--- src/rtl/online_r4_pkg.sv ---
// Shared types and constants for the radix-4 online result checker.
// Digits are signed two's complement in the set {-3..3}; -4 is reserved as illegal.
package online_r4_pkg;

    localparam int unsigned DigitWidth = 3;
    localparam logic [DigitWidth-1:0] DIGIT_ILLEGAL = 3'b100;

    typedef enum logic [1:0] {
        StIdle,
        StRun,
        StReport
    } state_e;

    function automatic logic signed [31:0] digit_sext(input logic [DigitWidth-1:0] d);
        return 32'(signed'(d));
    endfunction

endpackage

--- src/rtl/r4_value_acc.sv ---
// Serial MSD-first radix-4 signed-digit to two's complement accumulator.
// Each enabled cycle computes acc = 4*acc + sext(digit); clear has priority over enable.
module r4_value_acc
    import online_r4_pkg::*;
#(
    parameter int unsigned W = 15
) (
    input  logic                   clk_i,
    input  logic                   reset_i,
    input  logic                   clr_i,
    input  logic                   en_i,
    input  logic [DigitWidth-1:0]  dig_i,
    output logic signed [W-1:0]    value_nxt_o
);

    logic signed [W-1:0] value_q, value_d;

    always_comb begin
        value_d = value_q;
        if (clr_i) begin
            value_d = '0;
        end else if (en_i) begin
            value_d = {value_q[W-3:0], 2'b00} + W'(digit_sext(dig_i));
        end
    end

    // The next value is exported so the verdict can include the digit accepted this edge.
    assign value_nxt_o = value_d;

    always_ff @(posedge clk_i) begin
        if (reset_i) begin
            value_q <= '0;
        end else begin
            value_q <= value_d;
        end
    end

endmodule

--- src/rtl/online_checker_r4.sv ---
// Serial result checker for a radix-4 online adder: compares the MSD-first digit stream
// against an expected vector. Define CHECKER_VALUE_CMP_EN for a value-based verdict.
module online_checker_r4
    import online_r4_pkg::*;
#(
    parameter int unsigned N       = 6,
    parameter int unsigned C       = DigitWidth,
    parameter int unsigned TIMEOUT = 64
) (
    input  logic                     clk,
    input  logic                     reset,
    input  logic                     start,
    input  logic [(N+1)*C-1:0]       z_exp,
    input  logic                     dig_valid,
    input  logic [C-1:0]             dig_in,
    output logic                     busy,
    output logic                     done,
    output logic                     pass,
    output logic [$clog2(N+2)-1:0]   mismatch_cnt,
    output logic [$clog2(N+1)-1:0]   first_mismatch,
    output logic                     illegal,
    output logic                     timeout,
    output logic                     overrun
);

    localparam int unsigned ZW   = (N + 1) * C;
    localparam int unsigned CntW = $clog2(N + 2);
    localparam int unsigned IdxW = $clog2(N + 1);
    localparam int unsigned TmrW = $clog2(TIMEOUT + 1);

    state_e            state_q, state_d;
    logic [ZW-1:0]     exp_q, exp_d;
    logic [IdxW-1:0]   idx_q, idx_d;
    logic [TmrW-1:0]   tmr_q, tmr_d;
    logic [CntW-1:0]   mm_cnt_q, mm_cnt_d;
    logic [IdxW-1:0]   first_q, first_d;
    logic              illegal_q, illegal_d;
    logic              timeout_q, timeout_d;
    logic              overrun_q, overrun_d;
    logic              pass_q, pass_d;
    logic              done_q, done_d;
    logic              busy_q, busy_d;

    logic [C-1:0]      exp_top;
    logic              start_acc;
    logic              accept;
    logic              last_dig;
    logic              expire;
    logic              verdict;

    assign exp_top   = exp_q[ZW-1 -: C];
    assign start_acc = (state_q == StIdle) && start;
    assign accept    = (state_q == StRun) && dig_valid;
    assign last_dig  = accept && (idx_q == IdxW'(N));
    assign expire    = (state_q == StRun) && !dig_valid && (tmr_q == TmrW'(TIMEOUT - 1));

`ifdef CHECKER_VALUE_CMP_EN
    localparam int unsigned AccW = 2 * (N + 1) + 1;

    logic signed [AccW-1:0] rx_val_nxt;
    logic signed [AccW-1:0] ex_val_nxt;

    r4_value_acc #(
        .W (AccW)
    ) u_rx_acc (
        .clk_i       (clk),
        .reset_i     (reset),
        .clr_i       (start_acc),
        .en_i        (accept),
        .dig_i       (dig_in),
        .value_nxt_o (rx_val_nxt)
    );

    r4_value_acc #(
        .W (AccW)
    ) u_ex_acc (
        .clk_i       (clk),
        .reset_i     (reset),
        .clr_i       (start_acc),
        .en_i        (accept),
        .dig_i       (exp_top),
        .value_nxt_o (ex_val_nxt)
    );

    // Redundant digit strings of equal value are accepted.
    assign verdict = (rx_val_nxt == ex_val_nxt);
`else
    assign verdict = (mm_cnt_d == '0);
`endif

    always_ff @(posedge clk) begin
        if (reset) begin
            state_q <= StIdle;
        end else begin
            state_q <= state_d;
        end
    end

    always_comb begin
        state_d = state_q;
        unique case (state_q)
            StIdle: begin
                if (start) state_d = StRun;
            end
            StRun: begin
                if (last_dig || expire) state_d = StReport;
            end
            StReport: begin
                state_d = StIdle;
            end
            default: state_d = StIdle;
        endcase
    end

    always_comb begin
        exp_d     = exp_q;
        idx_d     = idx_q;
        tmr_d     = tmr_q;
        mm_cnt_d  = mm_cnt_q;
        first_d   = first_q;
        illegal_d = illegal_q;
        timeout_d = timeout_q;
        overrun_d = overrun_q;
        pass_d    = pass_q;

        if (state_q == StIdle) begin
            if (start) begin
                exp_d     = z_exp;
                idx_d     = '0;
                tmr_d     = '0;
                mm_cnt_d  = '0;
                first_d   = '0;
                illegal_d = 1'b0;
                timeout_d = 1'b0;
                overrun_d = 1'b0;
                pass_d    = 1'b0;
            end else if (dig_valid) begin
                overrun_d = 1'b1;
            end
        end

        if (accept) begin
            if (dig_in != exp_top) begin
                mm_cnt_d = mm_cnt_q + CntW'(1);
                if (mm_cnt_q == '0) first_d = idx_q;
            end
            if (dig_in == DIGIT_ILLEGAL) illegal_d = 1'b1;
            exp_d = {exp_q[ZW-C-1:0], {C{1'b0}}};
            idx_d = idx_q + IdxW'(1);
            tmr_d = '0;
        end else if (state_q == StRun) begin
            tmr_d = tmr_q + TmrW'(1);
            if (expire) timeout_d = 1'b1;
        end

        // Verdict is latched on the edge entering REPORT so it is valid alongside done.
        if (state_d == StReport) begin
            pass_d = verdict && !illegal_d && !timeout_d;
        end

        done_d = (state_d == StReport);
        busy_d = (state_d != StIdle);
    end

    always_ff @(posedge clk) begin
        if (reset) begin
            exp_q     <= '0;
            idx_q     <= '0;
            tmr_q     <= '0;
            mm_cnt_q  <= '0;
            first_q   <= '0;
            illegal_q <= 1'b0;
            timeout_q <= 1'b0;
            overrun_q <= 1'b0;
            pass_q    <= 1'b0;
            done_q    <= 1'b0;
            busy_q    <= 1'b0;
        end else begin
            exp_q     <= exp_d;
            idx_q     <= idx_d;
            tmr_q     <= tmr_d;
            mm_cnt_q  <= mm_cnt_d;
            first_q   <= first_d;
            illegal_q <= illegal_d;
            timeout_q <= timeout_d;
            overrun_q <= overrun_d;
            pass_q    <= pass_d;
            done_q    <= done_d;
            busy_q    <= busy_d;
        end
    end

    assign busy           = busy_q;
    assign done           = done_q;
    assign pass           = pass_q;
    assign mismatch_cnt   = mm_cnt_q;
    assign first_mismatch = first_q;
    assign illegal        = illegal_q;
    assign timeout        = timeout_q;
    assign overrun        = overrun_q;

endmodule
--- config.mk ---
export PLATFORM = sky130hd
export DESIGN_NAME = online_checker_r4
export DESIGN_NICKNAME = d
export VERILOG_FILES = /design/src/rtl/online_r4_pkg.sv /design/src/rtl/r4_value_acc.sv /design/src/rtl/online_checker_r4.sv
export SDC_FILE = /design/constraint.sdc
export NUM_CORES = 1
export LEC_CHECK = 0
export CAP_MARGIN = 25
export CORE_MARGIN = 4
export CORE_UTILIZATION = 50
export CTS_CLUSTER_DIAMETER = 120
export DETAILED_ROUTE_END_ITERATION = 16
export PLACE_DENSITY = 0.83
export RECOVER_POWER = 25
export SLEW_MARGIN = 20
export SYNTH_ARGS = -nofsm -noshare
export SYNTH_HDL_FRONTEND = slang
export SYNTH_SLANG_ARGS = --single-unit
--- constraint.sdc ---
create_clock -name clk -period 1.7 [get_ports clk]
set_clock_uncertainty 0.2 [all_clocks]
set_input_delay 0.34 -clock clk [delete_from_list [all_inputs] [get_ports clk]]
set_output_delay 0.34 -clock clk [all_outputs]
set_load 0.01 [all_outputs]
# Yosys cells after proc, flatten, opt, wreduce, memory -nomap -nowiden
# Index checks and enable logic that the tools add are counted.
[totals] reg_bits=45 latchBits=0 ramBits=0 mem_bits_ro=0 in_bits=28 output_inout_bits=12 wordCells=84 mem_count=0
[classes] addsub=3 mul=0 n_div=0 n_lt_le_gt_ge=0 eq_ne=6 shifts=0 muxes=35 bitwise=0 reduce_logical=27
[op_table] operator="$mux 21" count=3
[op_table] operator="$mux 3" count=12
[op_table] operator="$mux 7" count=3
[op_table] operator="$reduce_bool 2->1" count=8
[op_table] operator="$mux 1" count=14
[op_table] operator="$reduce_and 2->1" count=5
[op_table] operator="$add 7x1->7 const B" count=1
[op_table] operator="$eq 7x6->1 const B" count=1
[op_table] operator="$add 3x1->3 const B" count=2
[op_table] operator="$eq 3x3->1 const B" count=2
[op_table] operator="$logic_and 1x1->1" count=6
[op_table] operator="$logic_not 3->1" count=2
[op_table] operator="$mux 2" count=2
[op_table] operator="$pmux 2 s2" count=1
[op_table] operator="$logic_not 1->1" count=3
[op_table] operator="$ne 3x3->1" count=1
[op_table] operator="$eq 2x1->1 const B" count=1
[op_table] operator="$eq 2x2->1 const B" count=1
[op_table] operator="$logic_not 2->1" count=1
[op_table] operator="$reduce_or 2->1" count=1
[op_table] operator="$logic_or 1x1->1" count=1

# Longest topological paths before layout
# Gate-level depths: netlist (run 1).
[logic_depth] ltp_word=9 mapped_depth=7 depth_no_buf=6

# Worst setup path before layout (run 1)
# No wires, ideal clock.
[synth_timing] path_type="reg-to-reg" start="register tmr_q[0]" end="register pass_q, in the netlist pass" setup_time_ns=0.129 arrival_time_ns=1.237 t_required_ns=1.371 slack_ns=0.134 stages_incl_launch_ff=6 path_buffers=0 period_less_slack_ns=1.566 path_cell_list="dfxtp_1 ha_1 nand2_1 or2_1 o41ai_2 o22ai_1"
[synth_via] elab_chain_cells=8 word_cells_on_any_way=15 cone_classes="2 x eq/ne; 6 x mux; 7 x reduce/logical"
[synth_lines] item="start, declared" line_no="online_checker_r4.sv:34" source="logic [TmrW-1:0] tmr_q, tmr_d;"
[synth_lines] item="start signal, assigned" line_no="online_checker_r4.sv:181" source="tmr_q <= tmr_d;"
[synth_lines] item="$eq 7x6->1 (*)" line_no="online_checker_r4.sv:55" source="assign expire = (state_q == StRun) && !dig_valid && (tmr_q == TmrW'(TIMEOUT - 1));"
[synth_lines] item="$logic_and 1x1->1 (*)" line_no="online_checker_r4.sv:55"
[synth_lines] item="$logic_or 1x1->1 or $mux 1 (tied branches)" line_no="online_checker_r4.sv:106, online_checker_r4.sv:153"
[synth_lines] item="$mux 2 or $mux 1 (tied branches)" line_no="online_checker_r4.sv:106, online_checker_r4.sv:151"
[synth_lines] item="$pmux 2 s2 or $mux 1 (tied branches)" line_no="online_checker_r4.sv:101, online_checker_r4.sv:142"
[synth_lines] item="$eq 2x2->1 or $logic_not 1->1 (tied branches)" line_no="online_checker_r4.sv:157, online_checker_r4.sv:158"
[synth_lines] item="$reduce_bool 2->1 (no line) or $logic_and 1x1->1 (tied branches)"
[synth_lines] item="$reduce_and 2->1 (no line) or $mux 1 (tied branches)"
[synth_lines] item="end signal, assigned" line_no="online_checker_r4.sv:187" source="pass_q <= pass_d;"
[synth_lines] item="end, declared" line_no="online_checker_r4.sv:40" source="logic pass_q, pass_d;"
# Mark *: on every way between the ends. The rest lies on a longest branch, timed or not.
# A chain may end at the register's enable or synchronous reset.

# Worst setup path in the final report (run 1)
[layout_timing] start="register state_q[1]" end="register idx_q[0]"
[layout_via] elab_chain_cells=4 word_cells_on_any_way=7 cone_classes="1 x eq/ne; 1 x mux; 5 x reduce/logical"
[layout_lines] item="start, declared" line_no="online_checker_r4.sv:31" source="state_e state_q, state_d;"
[layout_lines] item="start signal, assigned" line_no="online_checker_r4.sv:93" source="state_q <= StIdle;"
[layout_lines] item="start signal, assigned" line_no="online_checker_r4.sv:95" source="state_q <= state_d;"
[layout_lines] item="$eq 2x1->1" line_no="online_checker_r4.sv:53" source="assign accept = (state_q == StRun) && dig_valid;"
[layout_lines] item="$logic_and 1x1->1" line_no="online_checker_r4.sv:53"
[layout_lines] item="$reduce_bool 2->1 (no line)"
[layout_lines] item="$reduce_and 2->1 (no line)"
[layout_lines] item="end signal, assigned" line_no="online_checker_r4.sv:180" source="idx_q <= idx_d;"
[layout_lines] item="end, declared" line_no="online_checker_r4.sv:33" source="logic [IdxW-1:0] idx_q, idx_d;"
# Several ways; a longest one is shown, not always the timed one.

==> results.yml, run 1 <==
drt:
  routed_wl_mm: 4.85
  drtAntennaViolNets: 0
  drc: 0
  drtIter0Drc: 88
  first_pass_iters: 4
  vias: 1805
  wl_per_cell_um: 14.7
  viasPerCell: 5.45
global_route:
  grt_antenna_before_repair: 0
  grt_max_degree: 27
  grt_first_pass_wirelength_mm: 7.97
  grt_overflow: 0
  grtUsageTotal_pct: 19.2
  grt_pass1_vias: 1766
clock_tree:
  htreeDepth: 2
  clk_latency_ns: 0.29
  ctsLongestPathBuffers: 2
  clk_pin_slew_ns: 0.08
  clock-sinks: 45
  cts_tree: "built"
  cts_made_buffers: 5
  cts_root_buf: "clkbuf_8"
synth:
  synth-main-ff-cell: "dfxtp_1"
  synth_edf_count: 0
  syn_inst: 224
  ys_warn_count: 0
  synth-seq-cells: 45
  ys_types: 43
  ys_seq_area_share_pct: 43.8
  syn_nets: 257
  syn-cell-area_um2: 2060
  ys_async_sr_fraction_pct: 0
  synth_area_per_cell_um2: 9.18
setup_path:
  start_kind: "flip-flop"
  max_stage_delay_ns: 0.41
  end_kind: "flip-flop"
  crit_slowest_cell: "dfxtp_1"
  crit_fanout: 10
  rrSetupSlack_ns: 0.03
  path_class: "flip-flop to flip-flop"
  cp_data_arrival_time_ns: 1.68
  cp_cell_sequence: "and3b_1, buf_4, nor2_4, clkbuf_16, nand2_1, a21oi_1"
  cp.required_ns: 1.72
timing:
  setup_viol_count_final: 0
  fin_ws_ns: 0.0333
  finalCriticalPeriod_ns: 1.67
  post-route-period-util_pct: 98.0
  fmax_mhz: 600
  slew_headroom_pct: 73.4
  worst_pin_slew_ns: 0.395
  slew_violations: 0
  final_hold_viol_count: 0
power_and_ir_drop:
  power.density_nw_per_um2: 757
  power.leakage_nw: 1.14
  p_total_w: 0.00212
  vdd_drop_max_v: 0.000530
floorplan:
  die_x_um: 72.1
  core-area_um2: 4000
  die_area_um2: 5200
  row_count: 23
  start_util_pct: 51.4
  ioPinCount: 40
  die_h_um: 72.1
min_path:
  hp-class: "flip-flop to flip-flop"
finish:
  diodes: 0
  final.fill_count: 313
  fin_nets: 314
  final_core_util_pct: 70.0
  drive_above_1_share_pct: 22.1
  areaGrowthSynthToFinish_pct: 36.2
place:
  routabilityCongestion: 0.759
  post-place-ws_ns: -0.469
  hpwlAfterDp_mm: 3.31
  numPortBuffers: 39
outcome:
  status: "complete, no violations"
job:
  cap_violations: 0
layer usage:
metal | GRT usage, % | part of all wire (%)
met5 | 0 | 0
met4 | 6.47 | 1.3
met3 | 4.71 | 5.1
met2 | 33.3 | 53
met1 | 23.2 | 40
cell usage in the layout, fill, tap and decap left out, types with 4 or more instances in the layout:
cell             instances
a21oi_1                 28
a21oi_2                  6
a22oi_1                 18
buf_4                   19
clkbuf_8                 6
clkdlybuf4s50_1         23
dfxtp_1                 40
dfxtp_2                  5
dlygate4sd2_1           13
ha_1                     4
inv_1                    4
mux2i_1                  5
nand2_1                 36
nor2_1                   9
nor2_2                   4
report_power, final:
part | switching [W] | internal (W)
sequential | 0.0000306 | 0.00110
combinational | 0.000161 | 0.000173
clock | 0.000337 | 0.000323
cells in the mapped netlist, drive strengths merged, types with 2 or more instances:
master | number | area share, %
dfxtp | 45 | 44
nand2 | 36 | 6.6
a21oi | 34 | 9.4
a22oi | 20 | 7.3
nor2 | 14 | 3.4
buf | 11 | 4.0
ha | 5 | 3.0
mux2i | 5 | 2.4
clkbuf | 4 | 0.73
inv | 4 | 0.73
nand3 | 4 | 0.97
nand3b | 4 | 2.1
nor2b | 4 | 1.2
nor3 | 3 | 0.73
o31ai | 3 | 1.8
xor2 | 3 | 1.3
and2 | 2 | 0.61
mux2 | 2 | 1.1
o21ai | 2 | 0.49
o21bai | 2 | 0.73
o311ai | 2 | 1.2
or2 | 2 | 0.61
critical path, delay by kind of cell, from the launching register on:
family,cells,cell delay (ns)
AO/OA/AOI/OAI,1,0.16
buffers and inverters,2,0.35
flip-flops,1,0.41
AND/OR/NAND/NOR,3,0.47
what timing repair did:
action,4_1_cts,5_1_grt
pin swaps,4,5
setup buffers,1,2
hold buffers,0,0
cloned,1,1
resized for setup,20,17
setup endpoints to repair,39,34
registers in the layout, indices dropped and copies added, names as in the netlist, 2 cells and up:
name / cells
exp_q: 21
state_q: 2
first_mismatch: 3
mismatch_cnt: 3
tmr_q: 7
idx_q: 3
through the flow:
| step | cell area, um2 | instances | hold slack, ns | TNS (ns) |
|---|---|---|---|---|
| after CTS | 2730 | 328 | 0.261 | 0 |
| final | 2800 | 331 | 0.260 | 0 |
| after floorplan | 2060 | 224 | 0.237 | 0 |
| after global placement | 2590 | 319 | 0.244 | -11.54 |
| after global routing | 2800 | 331 | 0.285 | -0.0502 |
| after detailed placement | 2590 | 319 | 0.250 | -13.49 |
worst paths after layout:
check                                start        end  cells after the start
worst max-delay path            state_q[1]   idx_q[0]                      6
worst min-delay path             exp_q[16]  exp_q[16]                      2
worst max register to register  state_q[1]   idx_q[0]                      6
worst min register to register   exp_q[16]  exp_q[16]                      2
area by class of cell:
class / count / area [um2] / share of cell area [%]
multi-input cells: 161 / 1130 / 40.3
flip-flops and latches: 45 / 907 / 32.4
repair buffers: 64 / 602 / 21.5
clock buffers: 7 / 86.3 / 3.08
well taps: 50 / 62.6 / 2.23
inverters: 4 / 15.0 / 0.536
cell families after synthesis:
logic type | after synthesis | share of synthesized area, %
AND/OR/NAND/NOR | 79 | 20.6
AO/OA/AOI/OAI | 66 | 22.3
buffers and inverters | 19 | 5.47
adder cells (fa/ha/maj) | 5 | 3.04
multiplexers | 7 | 3.53
flip-flops | 45 | 43.8
XOR/XNOR | 3 | 1.28
(Power assumes the default switching activity.)
==> run 2: changes to the inputs <==
- HOLD_SLACK_MARGIN: not set -> 0.06
==> results of run 2 <==
No change in the layout: final DEF, timing and power equal those of run 1.
==> run 3: changes to the inputs <==
- TNS_END_PERCENT: not set -> 20
==> run 3 against run 2 <==
  * Count of clock-buffer cells in the layout stayed put
  * Flip-flop and latch count stayed put
  * Total power is 0.52% higher
  * Die area stayed put
  * First-iteration DRC count is 6.8% higher
  * Largest cell class unchanged
  * Largest power group unchanged
==> results.yml, run 3 (synthesis results as in run 1) <==
outcome:
  status: "complete, no violations"
global_route:
  grt_antenna_before_repair: 0
  grt_max_degree: 27
  grt_first_pass_wirelength_mm: 8.00
  grtUsageTotal_pct: 19.4
  grt_pass1_vias: 1800
  grt_overflow: 0
clock_tree:
  clock-sinks: 45
  cts_root_buf: "clkbuf_8"
  clk_latency_ns: 0.29
  ctsLongestPathBuffers: 2
  clk_pin_slew_ns: 0.08
  htreeDepth: 2
  cts_tree: "built"
  cts_made_buffers: 5
place:
  numPortBuffers: 39
  hpwlAfterDp_mm: 3.31
  routabilityCongestion: 0.759
  post-place-ws_ns: -0.469
drt:
  drc: 0
  first_pass_iters: 4
  vias: 1821
  viasPerCell: 5.52
  routed_wl_mm: 5.00
  drtIter0Drc: 94
  wl_per_cell_um: 15.2
  drtAntennaViolNets: 0
finish:
  final_core_util_pct: 70.4
  drive_above_1_share_pct: 22.1
  fin_nets: 313
  multi_input_area_um2: 1130
  diodes: 0
  layout_common_cells: "dfxtp_1 (40), nand2_1 (36), a21oi_1 (28)"
  largest_register_ff_count: 21
  final.fill_count: 313
  seq_area_um2: 907
  mostFrequentLayoutCell: "dfxtp_1"
  areaGrowthSynthToFinish_pct: 37.0
  regMostFlops: "exp_q"
  largestRegisters: "exp_q (21), tmr_q (7)"
setup_path:
  path_class: "flip-flop to flip-flop"
  start_kind: "flip-flop"
  crit_fanout: 10
  cp.required_ns: 1.72
  cp_data_arrival_time_ns: 1.69
  end_kind: "flip-flop"
floorplan:
  row_count: 23
  ioPinCount: 40
  die_h_um: 72.1
  die_x_um: 72.1
  core-area_um2: 4000
  start_util_pct: 51.4
  die_area_um2: 5200
timing:
  slew_headroom_pct: 73.5
  hold_slack_ns: 0.241
  fmax_mhz: 597
  slew_violations: 0
  worst_pin_slew_ns: 0.393
  setup_viol_count_final: 0
  final_hold_viol_count: 0
  setup_tns_ns: 0
  fin_ws_ns: 0.0255
  post-route-period-util_pct: 98.5
  finalCriticalPeriod_ns: 1.67
power_and_ir_drop:
  p_total_w: 0.00213
  power.leakage_nw: 1.16
  power.density_nw_per_um2: 757
  vdd_drop_max_v: 0.000604
min_path:
  hp-class: "input port to flip-flop"
job:
  cap_violations: 0
==> run 3: changes by cell type in the layout (fill, tap and decap cells not counted), sizes merged <==
cell / before / now
clkbuf: 10 / 9
dlygate4sd2: 13 / 11
dlymetal6s2s: 2 / 4
==> run 3: cell type report <==
class                   count  share of cell area [%]
clock buffers               7                    3.06
inverters                   4                   0.533
multi-input cells         161                    40.1
flip-flops and latches     45                    32.2
well taps                  50                    2.22
repair buffers             63                    21.9
==> run 3: path summary, 6_finish.rpt <==
kind	startpoint	end	slack [ns]	cells past startpoint
worst max-delay path	state_q[1]	idx_q[0]	0.03	6
worst max register to register	state_q[1]	idx_q[0]	0.03	6
worst min-delay path	dig_in[2]	illegal	0.24	3
worst min register to register	exp_q[16]	exp_q[16]	0.26	2
==> run 3: metrics by stage <==
step                      cells  area [um2]
after global placement      319        2590
final                       330        2820
after CTS                   328        2710
after detailed placement    319        2590
after global routing        330        2820
after floorplan             224        2060
==> run 3: worst max-delay path, cell delays in order, from the launching register on <==
cell and delay [ns]:
dfxtp_1 0.41, and3b_2 0.28, buf_4 0.16, nor2_4 0.14
clkbuf_16 0.18, nand2_1 0.07, a21oi_1 0.16
==> run 3: report_power, final <==
part	internal (W)	switching (W)
registers	0.00110	0.0000308
logic	0.000179	0.000163
clock network	0.000323	0.000340
total	0.00160	0.000534
==> run 3: routing by layer <==
metal | track usage, % | share of wire, % | vias to the layer above
met1 | 22.9 | 40 | 863
met2 | 32.8 | 53 | 48
met5 | 0 | 0 | -
met4 | 8.98 | 2.1 | 0
met3 | 5.12 | 4.5 | 13
li1 | - | - | 897
==> run 3: what timing repair did <==
item | CTS | global route
gates cloned | 1 | 1
pin swaps | 1 | 4
hold buffers | 0 | 0
setup endpoints to repair | 39 | 34
setup buffers | 1 | 1
hold endpoints to repair | 0 | 0
gates resized for setup | 16 | 20
==> RTL edit 1, RTL diff (config.mk and constraints of run 1) <==
Put one more register stage on the output `overrun`, with the module's reset. The value now appears one clock later. The other outputs are not delayed to match.
--- a/src/rtl/online_checker_r4.sv
+++ b/src/rtl/online_checker_r4.sv
@@ -197,6 +197,12 @@
     assign first_mismatch = first_q;
     assign illegal        = illegal_q;
     assign timeout        = timeout_q;
-    assign overrun        = overrun_q;
+    always_ff @(posedge clk) begin
+        if (reset) begin
+            overrun <= '0;
+        end else begin
+            overrun <= overrun_q;
+        end
+    end
 
 endmodule
Formal check against the unedited RTL: not equivalent (a bounded check fails within 4 cycles, from zero or initial values and one cycle with reset high).
==> RTL edit 1 against run 1 <==
  * Final area decreased by 0.54%
  * Power is 1.7% higher
  * Area after synthesis fell by 0.73%
  * Routed wire length up 0.27%
  * Global-route usage increased by 0.50 points
  * Setup slack better by 21 ps
  * Sequential cell count up 1
  * Critical path depth decreased by 1
  * Largest power group unchanged
==> RTL edit 1: results (changes against run 1) <==
metric	value	unit	change
status	finished clean		unchanged
vias_per_cell	5.62		was 5.45
yosysWarningCount	0		unchanged
wl_per_cell	14.7	um	about the same
drt_first_pass_iters	4		unchanged
synth_xor_area_frac	0.0129		was 0.0128
cts_buffer_depth	2		unchanged
min_path_type	in -> reg		was reg -> reg
antennaDiodeCount	0		unchanged
path_max_fanout	4		was 10
async_flop_share	0		unchanged
clk_pin_slew_worst_paths	80	ps	about the same
drtIter0Drc	75		was 88
grt_pass1_vias	1857		was 1766
slowest_delay	570	ps	was 410 ps
synth_cell_types	42		was 43
grt_max_degree	19		was 27
ys_seq_area_frac	0.451		was 0.438
grt_pass1_wl	8080	um	was 7970 um
htreeDepth	2		unchanged
yosys-top-cells-count	dfxtp_1 (46), a21oi_1 (34), nand2_1 (33)		was dfxtp_1 (45), nand2_1 (36), a21oi_1 (28)
placed_cell_area	2630	um^2	was 2590 um^2
grt_usage	0.197		was 0.192
clk_latency	310	ps	was 290 ps
yosys.area_share.adder	0.0306		was 0.0304
syn_area_per_cell	9.12	um^2	was 9.18 um^2
antenna_found_initial	0		unchanged
ir_drop	0.000682	V	was 0.000530 V
synth.area.mux_share	0.0245		was 0.0353
synth_area_leaders	dfxtp_1 (45%), a21oi_1 (8.3%), a22oi_1 (7.4%)		was dfxtp_1 (44%), a22oi_1 (7.3%), a21oi_1 (6.8%)
synth_compound_area_frac	0.225		was 0.223
final_cells	331		unchanged
p_int	1.62	mW	was 1.59 mW
hp-start	dig_valid		was exp_q[16]$_SDFFE_PP0P_
routabilityCongestion	0.792		was 0.759
synth_nets	257		unchanged
drive_above_1_share	0.205		was 0.221
io_buffer_count	39		unchanged
cts_buffers	5		unchanged
cp_top_family	simple AND/OR/NAND/NOR gates		unchanged
grt_overflow	0		unchanged
placed_cells	321		was 319
leakagePower	1.15	nW	was 1.14 nW
crit_start	tmr_q[1]$_SDFFE_PP0P_		was state_q[1]$_SDFF_PP0_
slew_headroom	0.741		was 0.734
crit_arrival	1630	ps	was 1680 ps
post-cts-setup-buffer-count	0		was 1
hpwl	3490	um	was 3310 um
nFillCells	296		was 313
cp_slowest_cell	or4b_4		was dfxtp_1
cts-resized-gates	18		was 20
-- RTL edit 1: changes by cell type after synthesis, sizes merged, moves of 2 or more --
cell | run 1 | this run
a21oi | 34 | 36
buf | 11 | 9
clkbuf | 4 | 6
mux2 | 2 | 0
nand2 | 36 | 34
nor2 | 14 | 12
-- RTL edit 1: final cells by class --
class,count,share of cell area
clock buffer,7,0.0310
sequential,46,0.333
inverter,4,0.00539
multi-input combinational,159,0.383
clock inverter,1,0.00180
tap,48,0.0216
timing repair buffer,66,0.224
-- RTL edit 1: metal layers --
metal / global-route usage / wire length (um)
met4: 0.106 / 142
met3: 0.0416 / 291
met1: 0.232 / 2070
met5: 0 / 0
met2: 0.335 / 2360
-- RTL edit 1: worst reg2reg max path, delay by kind of cell (launching register included) --
kind            cells  cell delay [ps]
compound gates      1               90
fa+ha+maj           1              140
flops               1              360
simple gates        3              730
-- RTL edit 1: path summary, 6_finish.rpt --
check / slack [ps] / cells after the start / endpoint
worst max-delay path: 50 / 5 / pass$_SDFFE_PP0P_
worst min-delay path: 230 / 3 / overrun_q$_SDFFE_PP0P_
worst max register to register: 50 / 5 / pass$_SDFFE_PP0P_
worst min register to register: 260 / 2 / exp_q[7]$_SDFFE_PP0P_
-- RTL edit 1: power by group through the flow --
stage	Sequential, mW	Clock (mW)	Combinational [mW]
6_report	1.15	0.681	0.324
5_1_grt	1.16	0.745	0.355
4_1_cts	1.15	0.696	0.314
3_5_place_dp	1.17	0	0.315
3_3_place_gp	1.17	0	0.306
2_1_floorplan	1.16	0	0.170
-- RTL edit 1: stage by stage --
stage | setup slack [ps] | util
after detailed placement | -321 | 0.692
final | 54.5 | 0.734
after CTS | 1.45 | 0.718
after floorplan | 74.2 | -
after global placement | -303 | 0.692
after global routing | 0.350 | 0.734
==> RTL edit 2, RTL diff (config.mk and constraints of run 1) <==
Without the edit above. Change the parameter `TIMEOUT` from 64 to 32.
--- a/src/rtl/online_checker_r4.sv
+++ b/src/rtl/online_checker_r4.sv
@@ -5,7 +5,7 @@
 #(
     parameter int unsigned N       = 6,
     parameter int unsigned C       = DigitWidth,
-    parameter int unsigned TIMEOUT = 64
+    parameter int unsigned TIMEOUT = 32
 ) (
     input  logic                     clk,
     input  logic                     reset,
Check against the original RTL: same outputs for any inputs over 10 cycles, from zero or initial values and one cycle with reset high; that may be too few to reach the edited logic, so the function may still have changed.
==> RTL edit 2 against run 1 <==
  * First-iteration DRC count is 32% higher
  * Sequential share of layout area is 1.9 points higher
  * Power shrank 5.0%
  * Area after synthesis is 6.6% lower
  * Setup slack better by 1.3 ps
  * Final area is 7.8% lower
  * Sequential cell count shrank 1
  * Combinational power shrank 8.1%
  * Worst hold slack lost 4.2 ps
  * Routed wire length fell by 13%
  * Highest routed layer unchanged
==> RTL edit 2: results (changes against run 1) <==
metric	value	unit	change
status	finished clean		unchanged
yosys-top-cells-count	dfxtp_1 (44), a21oi_1 (36), nand2_1 (33)		was dfxtp_1 (45), nand2_1 (36), a21oi_1 (28)
nets	304		was 314
routabilityCongestion	0.812		was 0.759
syn_area_per_cell	8.78	um^2	was 9.18 um^2
wl_per_cell	13.3	um	was 14.7 um
synth_area_leaders	dfxtp_1 (46%), a21oi_1 (9.4%), a22oi_1 (7.8%)		was dfxtp_1 (44%), a22oi_1 (7.3%), a21oi_1 (6.8%)
r2r_cells	7		was 6
placed_cells	312		was 319
ir_drop	0.000547	V	was 0.000530 V
grt_pass1_vias	1625		was 1766
fin_total_pwr	2.01	mW	was 2.12 mW
cp_slowest_cell	clkdlybuf4s50_1		was dfxtp_1
leakagePower	1.05	nW	was 1.14 nW
slew_headroom	0.718		was 0.734
grt_pass1_wl	7250	um	was 7970 um
p_int	1.51	mW	was 1.59 mW
vias	1733		was 1805
crit_arrival	1130	ps	was 1680 ps
largestRegisters	exp_q: 21 flops, tmr_q: 6 flops		was exp_q: 21 flops, tmr_q: 7 flops
worst_r2r_endpoint	pass$_SDFFE_PP0P_		was idx_q[0]$_SDFFE_PP0P_
path_max_fanout	1		was 10
ys_seq_area_frac	0.458		was 0.438
drtIter0Drc	116		was 88
synth_nets	252		was 257
==> RTL edit 2: changes by cell type after synthesis, moves of 3 or more <==
cell     delta
mux2i_1     -4
nand2_1     -3
a21oi_2     -6
nor2_2      -4
nor2_1     +10
xor2_1      -3
xnor2_1     +4
a21oi_1     +8
==> RTL edit 2: metal layers <==
layer  part of all wire  track usage
met4              0.011       0.0447
met5                  0            0
met2               0.48        0.305
met3              0.061       0.0446
met1               0.45        0.225
==> RTL edit 2: cell type report <==
cell class / count / area (um^2)
clock buffer: 6 / 72.6
clock inverter: 1 / 5.00
fill: 308 / 1110
inverter: 3 / 11.3
multi-input combinational: 158 / 991
sequential: 44 / 886
tap: 48 / 60.1
timing repair buffer: 59 / 557
==> RTL edit 2: how the worst max path moves through the flow <==
stage / start / to / slack [ps] / cells past startpoint
3_3_place_gp: dig_in[1] / pass$_SDFFE_PP0P_ / -420 / 6
2_1_floorplan: state_q[0]$_SDFF_PP0_ / first_mismatch[0]$_SDFF_PP0_ / 200 / 6
3_5_place_dp: dig_in[0] / pass$_SDFFE_PP0P_ / -440 / 6
4_1_cts: dig_in[2] / pass$_SDFFE_PP0P_ / -10 / 7
6_report: done$_SDFF_PP0_ / done / 30 / 1
5_1_grt: tmr_q[0]$_SDFFE_PP0P_ / pass$_SDFFE_PP0P_ / -40 / 7
==> RTL edit 2: cells by family (layout without fill, tap and decap cells) <==
kind of cell	count (synthesis)	count (layout)	share of synthesized area
buffers and inverters	17	69	0.0514
xor gates and xnor gates	4	4	0.0182
muxes	1	1	0.00521
AOI/OAI and AO/OA	67	67	0.225
adders and majority gates	5	5	0.0326
and+or+nand+nor	81	81	0.209
DFF	44	44	0.458
==> RTL edit 2: repair_timing <==
action                     in CTS  in global routing
gates cloned                    0                  0
setup endpoints to repair      36                 29
setup buffers                   0                  0
pin swaps                       1                  1
hold buffers                    0                  0
resized for setup              19                  9
==> RTL edit 2: power groups by stage <==
stage	combinational (mW)	sequential, mW	clock (mW)
floorplan	0.163	1.12	0
global placement	0.298	1.12	0
detailed placement	0.303	1.12	0
CTS	0.306	1.10	0.620
global route	0.339	1.11	0.663
finish	0.307	1.10	0.608
